### config.mk
export PLATFORM = sky130hd
export DESIGN_NAME = gcd_operand_sequencer
export DESIGN_NICKNAME = d
export VERILOG_FILES = /design/src/rtl/gcd_pkg.sv /design/src/rtl/gcd_pair_fifo.sv /design/src/rtl/gcd_operand_sequencer.sv
export SDC_FILE = /design/constraint.sdc
export NUM_CORES = 1
export LEC_CHECK = 0
export CAP_MARGIN = 0
export CORE_MARGIN = 5
export CORE_UTILIZATION = 59
export DETAILED_ROUTE_END_ITERATION = 8
export PLACE_DENSITY_LB_ADDON = 0.05
export SKIP_CTS_REPAIR_TIMING = 1
export SYNTH_ARGS = -nofsm -noshare
export SYNTH_HDL_FRONTEND = slang
export SYNTH_SLANG_ARGS = --single-unit
### constraint.sdc
create_clock -name clk -period 13.27 [get_ports clk]
set_input_delay 1.9905 -clock clk [delete_from_list [all_inputs] [get_ports clk]]
set_output_delay 1.9905 -clock clk [all_outputs]
set_load 0.01 [all_outputs]
### src/rtl/gcd_pkg.sv
// Shared definitions for the GCD core and its operand sequencer.
package gcd_pkg;

    localparam int GCD_WIDTH               = 16;
    localparam int GCD_DEPTH_DEFAULT       = 4;
    localparam int GCD_LOAD_CYCLES_DEFAULT = 2;
    localparam int GCD_TIMEOUT_DEFAULT     = 70000;

    typedef enum logic [1:0] {
        IDLE = 2'd0,
        LOAD = 2'd1,
        RUN  = 2'd2,
        DONE = 2'd3
    } gcd_seq_state_t;

    // Bits needed to hold the values 0 .. max_val-1 (at least one bit).
    function automatic int gcd_cnt_width(input int max_val);
        return (max_val < 2) ? 1 : $clog2(max_val);
    endfunction

endpackage

### src/rtl/gcd_pair_fifo.sv
// Synchronous FIFO of {x,y} operand pairs with count-based full/empty flags.
module gcd_pair_fifo
    import gcd_pkg::*;
#(
    parameter int WIDTH = GCD_WIDTH,
    parameter int DEPTH = GCD_DEPTH_DEFAULT
) (
    input  logic             clk,
    input  logic             rst,
    input  logic             push,
    input  logic [WIDTH-1:0] push_x,
    input  logic [WIDTH-1:0] push_y,
    input  logic             pop,
    output logic [WIDTH-1:0] head_x,
    output logic [WIDTH-1:0] head_y,
    output logic             full,
    output logic             empty
);

    localparam int PTR_W = gcd_cnt_width(DEPTH);
    localparam int CNT_W = PTR_W + 1;

    logic [2*WIDTH-1:0] mem_q [DEPTH];
    logic [2*WIDTH-1:0] mem_d [DEPTH];
    logic [PTR_W-1:0]   wr_ptr_q, wr_ptr_d;
    logic [PTR_W-1:0]   rd_ptr_q, rd_ptr_d;
    logic [CNT_W-1:0]   count_q, count_d;
    logic               do_push;
    logic               do_pop;

    assign full    = (count_q == CNT_W'(DEPTH));
    assign empty   = (count_q == '0);
    // A full FIFO refuses a push even when the same cycle also pops.
    assign do_push = push && !full;
    assign do_pop  = pop && !empty;

    assign {head_x, head_y} = mem_q[rd_ptr_q];

    always_comb begin
        mem_d    = mem_q;
        wr_ptr_d = wr_ptr_q;
        rd_ptr_d = rd_ptr_q;
        count_d  = count_q;
        if (do_push) begin
            mem_d[wr_ptr_q] = {push_x, push_y};
            wr_ptr_d        = wr_ptr_q + PTR_W'(1);
        end
        if (do_pop) begin
            rd_ptr_d = rd_ptr_q + PTR_W'(1);
        end
        case ({do_push, do_pop})
            2'b10:   count_d = count_q + CNT_W'(1);
            2'b01:   count_d = count_q - CNT_W'(1);
            default: count_d = count_q;
        endcase
    end

    always_ff @(posedge clk or posedge rst) begin
        if (rst) begin
            mem_q    <= '{default: '0};
            wr_ptr_q <= '0;
            rd_ptr_q <= '0;
            count_q  <= '0;
        end else begin
            mem_q    <= mem_d;
            wr_ptr_q <= wr_ptr_d;
            rd_ptr_q <= rd_ptr_d;
            count_q  <= count_d;
        end
    end

endmodule

### src/rtl/gcd_operand_sequencer.sv
// Streams operand pairs into the GCD core and presents {x, y, gcd, err} as results.
//   state | meaning
//   IDLE  | waiting for a pair in the FIFO; pops head into core_xi/core_yi
//   LOAD  | core_rst low for LOAD_CYCLES cycles so the core loads operands
//   RUN   | core_rst high; waiting for a 0->1 edge on core_rdy or timeout
//   DONE  | result held on the out port until out_ready
module gcd_operand_sequencer
    import gcd_pkg::*;
#(
    parameter int WIDTH       = GCD_WIDTH,
    parameter int DEPTH       = GCD_DEPTH_DEFAULT,
    parameter int LOAD_CYCLES = GCD_LOAD_CYCLES_DEFAULT,
    parameter int TIMEOUT     = GCD_TIMEOUT_DEFAULT
) (
    input  logic             clk,
    input  logic             rst,
    input  logic             in_valid,
    output logic             in_ready,
    input  logic [WIDTH-1:0] in_x,
    input  logic [WIDTH-1:0] in_y,
    output logic [WIDTH-1:0] core_xi,
    output logic [WIDTH-1:0] core_yi,
    output logic             core_rst,
    input  logic [WIDTH-1:0] core_xo,
    input  logic             core_rdy,
    output logic             out_valid,
    input  logic             out_ready,
    output logic [WIDTH-1:0] out_x,
    output logic [WIDTH-1:0] out_y,
    output logic [WIDTH-1:0] out_gcd,
    output logic             out_err,
    output logic             busy
);

    localparam int TMO_W = gcd_cnt_width(TIMEOUT);
    localparam int LD_W  = gcd_cnt_width(LOAD_CYCLES);
    localparam logic [TMO_W-1:0] TMO_INIT = TMO_W'(TIMEOUT - 1);
    localparam logic [LD_W-1:0]  LD_INIT  = LD_W'(LOAD_CYCLES - 1);

    gcd_seq_state_t   state_q, state_d;
    logic [LD_W-1:0]  ld_cnt_q, ld_cnt_d;
    logic [TMO_W-1:0] tmo_cnt_q, tmo_cnt_d;
    logic             rdy_q, rdy_d;
    logic [WIDTH-1:0] core_xi_q, core_xi_d;
    logic [WIDTH-1:0] core_yi_q, core_yi_d;
    logic [WIDTH-1:0] out_x_q, out_x_d;
    logic [WIDTH-1:0] out_y_q, out_y_d;
    logic [WIDTH-1:0] out_gcd_q, out_gcd_d;
    logic             out_err_q, out_err_d;

    logic             fifo_push;
    logic             fifo_pop;
    logic             fifo_full;
    logic             fifo_empty;
    logic [WIDTH-1:0] head_x;
    logic [WIDTH-1:0] head_y;

    assign in_ready  = !fifo_full;
    assign fifo_push = in_valid && in_ready;
    assign fifo_pop  = (state_q == IDLE) && !fifo_empty;

    gcd_pair_fifo #(
        .WIDTH (WIDTH),
        .DEPTH (DEPTH)
    ) u_fifo (
        .clk    (clk),
        .rst    (rst),
        .push   (fifo_push),
        .push_x (in_x),
        .push_y (in_y),
        .pop    (fifo_pop),
        .head_x (head_x),
        .head_y (head_y),
        .full   (fifo_full),
        .empty  (fifo_empty)
    );

    always_ff @(posedge clk or posedge rst) begin
        if (rst) begin
            state_q   <= IDLE;
            ld_cnt_q  <= '0;
            tmo_cnt_q <= '0;
            rdy_q     <= 1'b0;
            core_xi_q <= '0;
            core_yi_q <= '0;
            out_x_q   <= '0;
            out_y_q   <= '0;
            out_gcd_q <= '0;
            out_err_q <= 1'b0;
        end else begin
            state_q   <= state_d;
            ld_cnt_q  <= ld_cnt_d;
            tmo_cnt_q <= tmo_cnt_d;
            rdy_q     <= rdy_d;
            core_xi_q <= core_xi_d;
            core_yi_q <= core_yi_d;
            out_x_q   <= out_x_d;
            out_y_q   <= out_y_d;
            out_gcd_q <= out_gcd_d;
            out_err_q <= out_err_d;
        end
    end

    // rdy_q tracks core_rdy through LOAD as well, so a level left high by the
    // previous operation is already seen as 1 when RUN begins.
    always_comb begin
        state_d   = state_q;
        ld_cnt_d  = ld_cnt_q;
        tmo_cnt_d = tmo_cnt_q;
        rdy_d     = core_rdy;
        core_xi_d = core_xi_q;
        core_yi_d = core_yi_q;
        out_x_d   = out_x_q;
        out_y_d   = out_y_q;
        out_gcd_d = out_gcd_q;
        out_err_d = out_err_q;
        case (state_q)
            IDLE: begin
                if (!fifo_empty) begin
                    core_xi_d = head_x;
                    core_yi_d = head_y;
                    if ((head_x == '0) || (head_y == '0)) begin
                        out_x_d   = head_x;
                        out_y_d   = head_y;
                        out_gcd_d = '0;
                        out_err_d = 1'b0;
                        state_d   = DONE;
                    end else begin
                        ld_cnt_d = LD_INIT;
                        rdy_d    = 1'b0;
                        state_d  = LOAD;
                    end
                end
            end
            LOAD: begin
                tmo_cnt_d = TMO_INIT;
                if (ld_cnt_q == '0) begin
                    state_d = RUN;
                end else begin
                    ld_cnt_d = ld_cnt_q - LD_W'(1);
                end
            end
            RUN: begin
                if (core_rdy && !rdy_q) begin
                    out_x_d   = core_xi_q;
                    out_y_d   = core_yi_q;
                    out_gcd_d = core_xo;
                    out_err_d = 1'b0;
                    state_d   = DONE;
                end else if (tmo_cnt_q == '0) begin
                    out_x_d   = core_xi_q;
                    out_y_d   = core_yi_q;
                    out_gcd_d = '0;
                    out_err_d = 1'b1;
                    state_d   = DONE;
                end else begin
                    tmo_cnt_d = tmo_cnt_q - TMO_W'(1);
                end
            end
            DONE: begin
                if (out_ready) begin
                    state_d = IDLE;
                end
            end
            default: state_d = IDLE;
        endcase
    end

    always_comb begin
        core_rst  = 1'b0;
        out_valid = 1'b0;
        case (state_q)
            RUN:     core_rst  = 1'b1;
            DONE:    out_valid = 1'b1;
            default: ;
        endcase
    end

    assign busy    = (state_q != IDLE) || !fifo_empty;
    assign core_xi = core_xi_q;
    assign core_yi = core_yi_q;
    assign out_x   = out_x_q;
    assign out_y   = out_y_q;
    assign out_gcd = out_gcd_q;
    assign out_err = out_err_q;

endmodule

==> results by group <==
Clock tree
  – Clock Sinks: 237
  – Clock root buffer: clkbuf_16
  – CTS H-tree depth: 1
  – Clk Latency, worst-skew pair: 0.52 ns
  – Cts bufs inserted: 24
  – Max Buffers Root-to-Sink: 3
  – Clk slew on worst S/H paths: 0.06 ns
  – CTS tree: built

Timing
  – Least-Margin Pin Slew: 1.17 ns
  – Count of pins over their slew limit: 0
  – RSZ-0062 raised after global routing: no
  – Clock skew: 0.0124 ns
  – Crit share post-route: 32.9%
  – Setup total negative slack: 0 ns
  – Final setup fails: 0
  – Tmin final: 4.36 ns
  – Hold Vio Cnt, Final: 0
  – PnR worst setup slack: 8.91 ns
  – Rel. slew slack: 21.9%
  – F_max: 229 MHz

Synthesis
  – Yosys top cell by area: dfrtp_1
  – Synth Area in Compound Gates: 6.12%
  – EDFF count, synth: 0
  – Post-synthesis mux area share: 21.2%
  – Main combinational cell family by area after synthesis: multiplexers
  – Sequential area share after synthesis: 57.1%
  – Leading post-synthesis cells by cell area: dfrtp_1 (57%), mux2_2 (14%), mux4_2 (6.9%), nand2_1 (4.2%), a221o_1 (3.2%)
  – FF+latch count, synth: 237
  – Count of cell types in the netlist: 47
  – Synth async-reset ratio: 100%
  – Post-synthesis instance area: 10400 sq um
  – Xor and xnor area share after synthesis: 1.69%
  – Post-Synth Adder-Cell Area: 1.64%
  – Synth Instances: 768
  – Syn Nets: 834
  – Simple-gate share of the synthesized area: 9.43%
  – Post-synth top cells: dfrtp_1 (237), mux2_2 (128), nand2_1 (117)
  – Avg Inst Size Synth: 13.5 sq um
  – Yosys warns: 0
  – Count leader, synth: dfrtp_1
  – Top_reg_cell synth: dfrtp_1
  – Synth top area share: 57.1%

Power
  – Max rail drop VDD: 0.175 mV
  – Internal cell power: 2.18 mW
  – Seq pwr share: 37.4%
  – Psw: 1.13 mW
  – Sw Ratio: 34.2%
  – Pwr Density: 260 nW/um^2
  – Comb power frac: 41.6%
  – Clock power share: 21.0%
  – LEAKAGE: 5.52 nW

Placement
  – HPWL after DPL: 15800 microns
  – Setup WS pre-CTS: 8.71 ns
  – PortBufs: 137
  – DP Cell Count: 1094
  – GP Congestion: 0.790

Global route
  – Met2 Use GR: 39.9%
  – Gr usage total: 23.5%
  – GR Overflow Total: 0
  – First-pass GRT wire length: 38300 microns
  – Global routing's busiest layer: met2
  – Met1 GRT Util: 32.5%
  – Largest net degree at the start of global routing: 162
  – Met3 Track Usage GR: 3.95%
  – Antenna violations before repair: 0
  – Vias in the first global route: 7186

Outcome
  – Status: complete, no violations

Final layout
  – Fillers: 1117
  – Antenna cells: 0
  – Layout Cells excl Fill: 1138
  – Layout area overhead: 22.5%
  – Nets: 961
  – Layout cell share with drive strength beyond 1: 24.3%
  – Register Area: 5930 sq um
  – Footprint of the multi-input gates: 4180 sq um

Route
  – Detail Route Antenna Nets: 0
  – Final wirelength: 23700 microns
  – TritonRoute pass-1 iters: 5
  – Routed wire per std cell: 20.8 microns
  – # DRC: 0
  – Vias per cell: 5.96
  – Detailed-route via count: 6780
  – Iteration-0 DRC Markers: 352

Worst setup path
  – Worst setup EP type: output port
  – CP arrival: 2.37 ns
  – Required @ worst endpoint: 11.28 ns
  – Critical Path Start: u_fifo.count_q[0]
  – CP max FO: 4
  – CP cell instances: nor3_1 > nand2_1 > clkdlybuf4s50_1
  – Reg2reg start: u_fifo.rd_ptr_q[1]
  – Crit path max-delay cell type: nor3_1
  – Critical Path Max Stage Delay: 0.79 ns
  – Startpoint types: flop
  – Crit path kind: flop to output port

Floorplanning
  – Num rows: 48
  – Die Width: 143 microns
  – IO Pins: 138
  – Die Area: 20400 sq um
  – Die height: 143 microns
  – Core Region: 17300 sq um
  – Initial Util: 60.1%

Run
  – MaxCap Viol Count: 0

Min path
  – Class of the worst hold path: flop to flop
  – Min-delay src: out_gcd[13]
[area by class of cell]
type                       count  share of cell area, %
multi-input combinational    471                   32.8
inverter                      16                  0.531
sequential                   237                   46.6
clock inverter                 6                  0.766
clock buffer                  38                   5.84
timing repair buffer         145                   11.2
tap                          225                   2.21
[stage by stage]
| stage | instance area [sq um] | hold WS [ns] | total power [mW] | util (%) |
|---|---|---|---|---|
| final | 12700 | 0.494 | 3.31 | 73.6 |
| after CTS | 12700 | 0.498 | 3.33 | 73.6 |
| after floorplan | 10400 | 0.464 | 2.10 | - |
| after global placement | 11900 | 0.474 | 2.55 | 68.8 |
| after global routing | 12700 | 0.511 | 3.50 | 73.6 |
| after detailed placement | 11900 | 0.484 | 2.63 | 68.8 |
[power groups by stage]
| stage | combinational (mW) | sequential, mW | clock, mW |
|---|---|---|---|
| 6_report | 1.38 | 1.24 | 0.696 |
| 5_1_grt | 1.49 | 1.27 | 0.739 |
| 4_1_cts | 1.38 | 1.24 | 0.711 |
| 3_5_place_dp | 1.38 | 1.25 | 0 |
| 3_3_place_gp | 1.33 | 1.22 | 0 |
| 2_1_floorplan | 0.870 | 1.24 | 0 |
[critical path, delay by kind of cell (launching register included)]
family	cells	cell delay, ns
buffers and inverters	1	0.51
DFF	1	0.41
and+or+nand+nor	2	0.93
[layer usage]
metal / share of wire, % / up-vias
li1: - / 3030
met2: 50 / 200
met4: 1.7 / 0
met3: 5.6 / 34
met1: 43 / 3516
met5: 0 / -
[cell usage in the layout, fill, tap and decap left out, types with 2 or more instances in the layout]
master           synthesis  routed
clkbuf_16                0      24
a21oi_2                  2       2
mux2_2                 128     128
mux2i_1                  4       4
a32o_1                  15      15
xnor2_1                 11      11
clkbuf_8                 0       9
nor3_1                   9       9
bufinv_16                0       2
or3_1                    3       3
and2_1                  33      33
nor3b_1                  2       2
ha_1                    12      12
nor4b_1                  2       2
a21oi_1                  2       2
o21ai_0                  5       5
nand2b_1                 3       3
a221o_1                 33      33
nor2_1                  14      14
nand3_1                  4       4
xor2_1                   9       9
clkdlybuf4s50_1          0     137
buf_4                    2       8
inv_1                   15      14
mux4_2                  32      32
nand2_1                117     113
nor4_1                  12      12
clkbuf_1                15       5
nand2_2                  1       5
dfrtp_1                237     236
nand4_1                  2       2
[final timing paths]
| kind | end | slack, ns | depth (start not counted) |
|---|---|---|---|
| setup / recovery | busy | 8.91 | 3 |
| hold / removal | out_gcd[13] | 0.49 | 1 |
| setup reg to reg | out_x[4] | 9.48 | 8 |
| hold reg to reg | out_gcd[13] | 0.49 | 1 |
| max in group asynchronous | out_x[5] | 9.64 | 3 |
| min in group asynchronous | out_y[4] | 2.05 | 2 |
[registers in the layout (all words and copies together) (netlist names), 3 cells and up]
| name | cells |
|---|---|
| u_fifo.mem_q | 128 |
| tmo_cnt_q | 17 |
| core_xi | 16 |
| core_yi | 16 |
| out_gcd | 16 |
| out_x | 16 |
| out_y | 16 |
| u_fifo.count_q | 3 |
[cells by family after synthesis]
| kind of cell | Yosys count |
|---|---|
| flip-flops | 237 |
| AND/OR/NAND/NOR | 207 |
| multiplexers | 164 |
| AO/OA/AOI/OAI | 67 |
| buffers and inverters | 60 |
| XOR/XNOR | 20 |
| adder cells (fa/ha/maj) | 13 |
No activity file was read; power rests on OpenSTA's default activity.
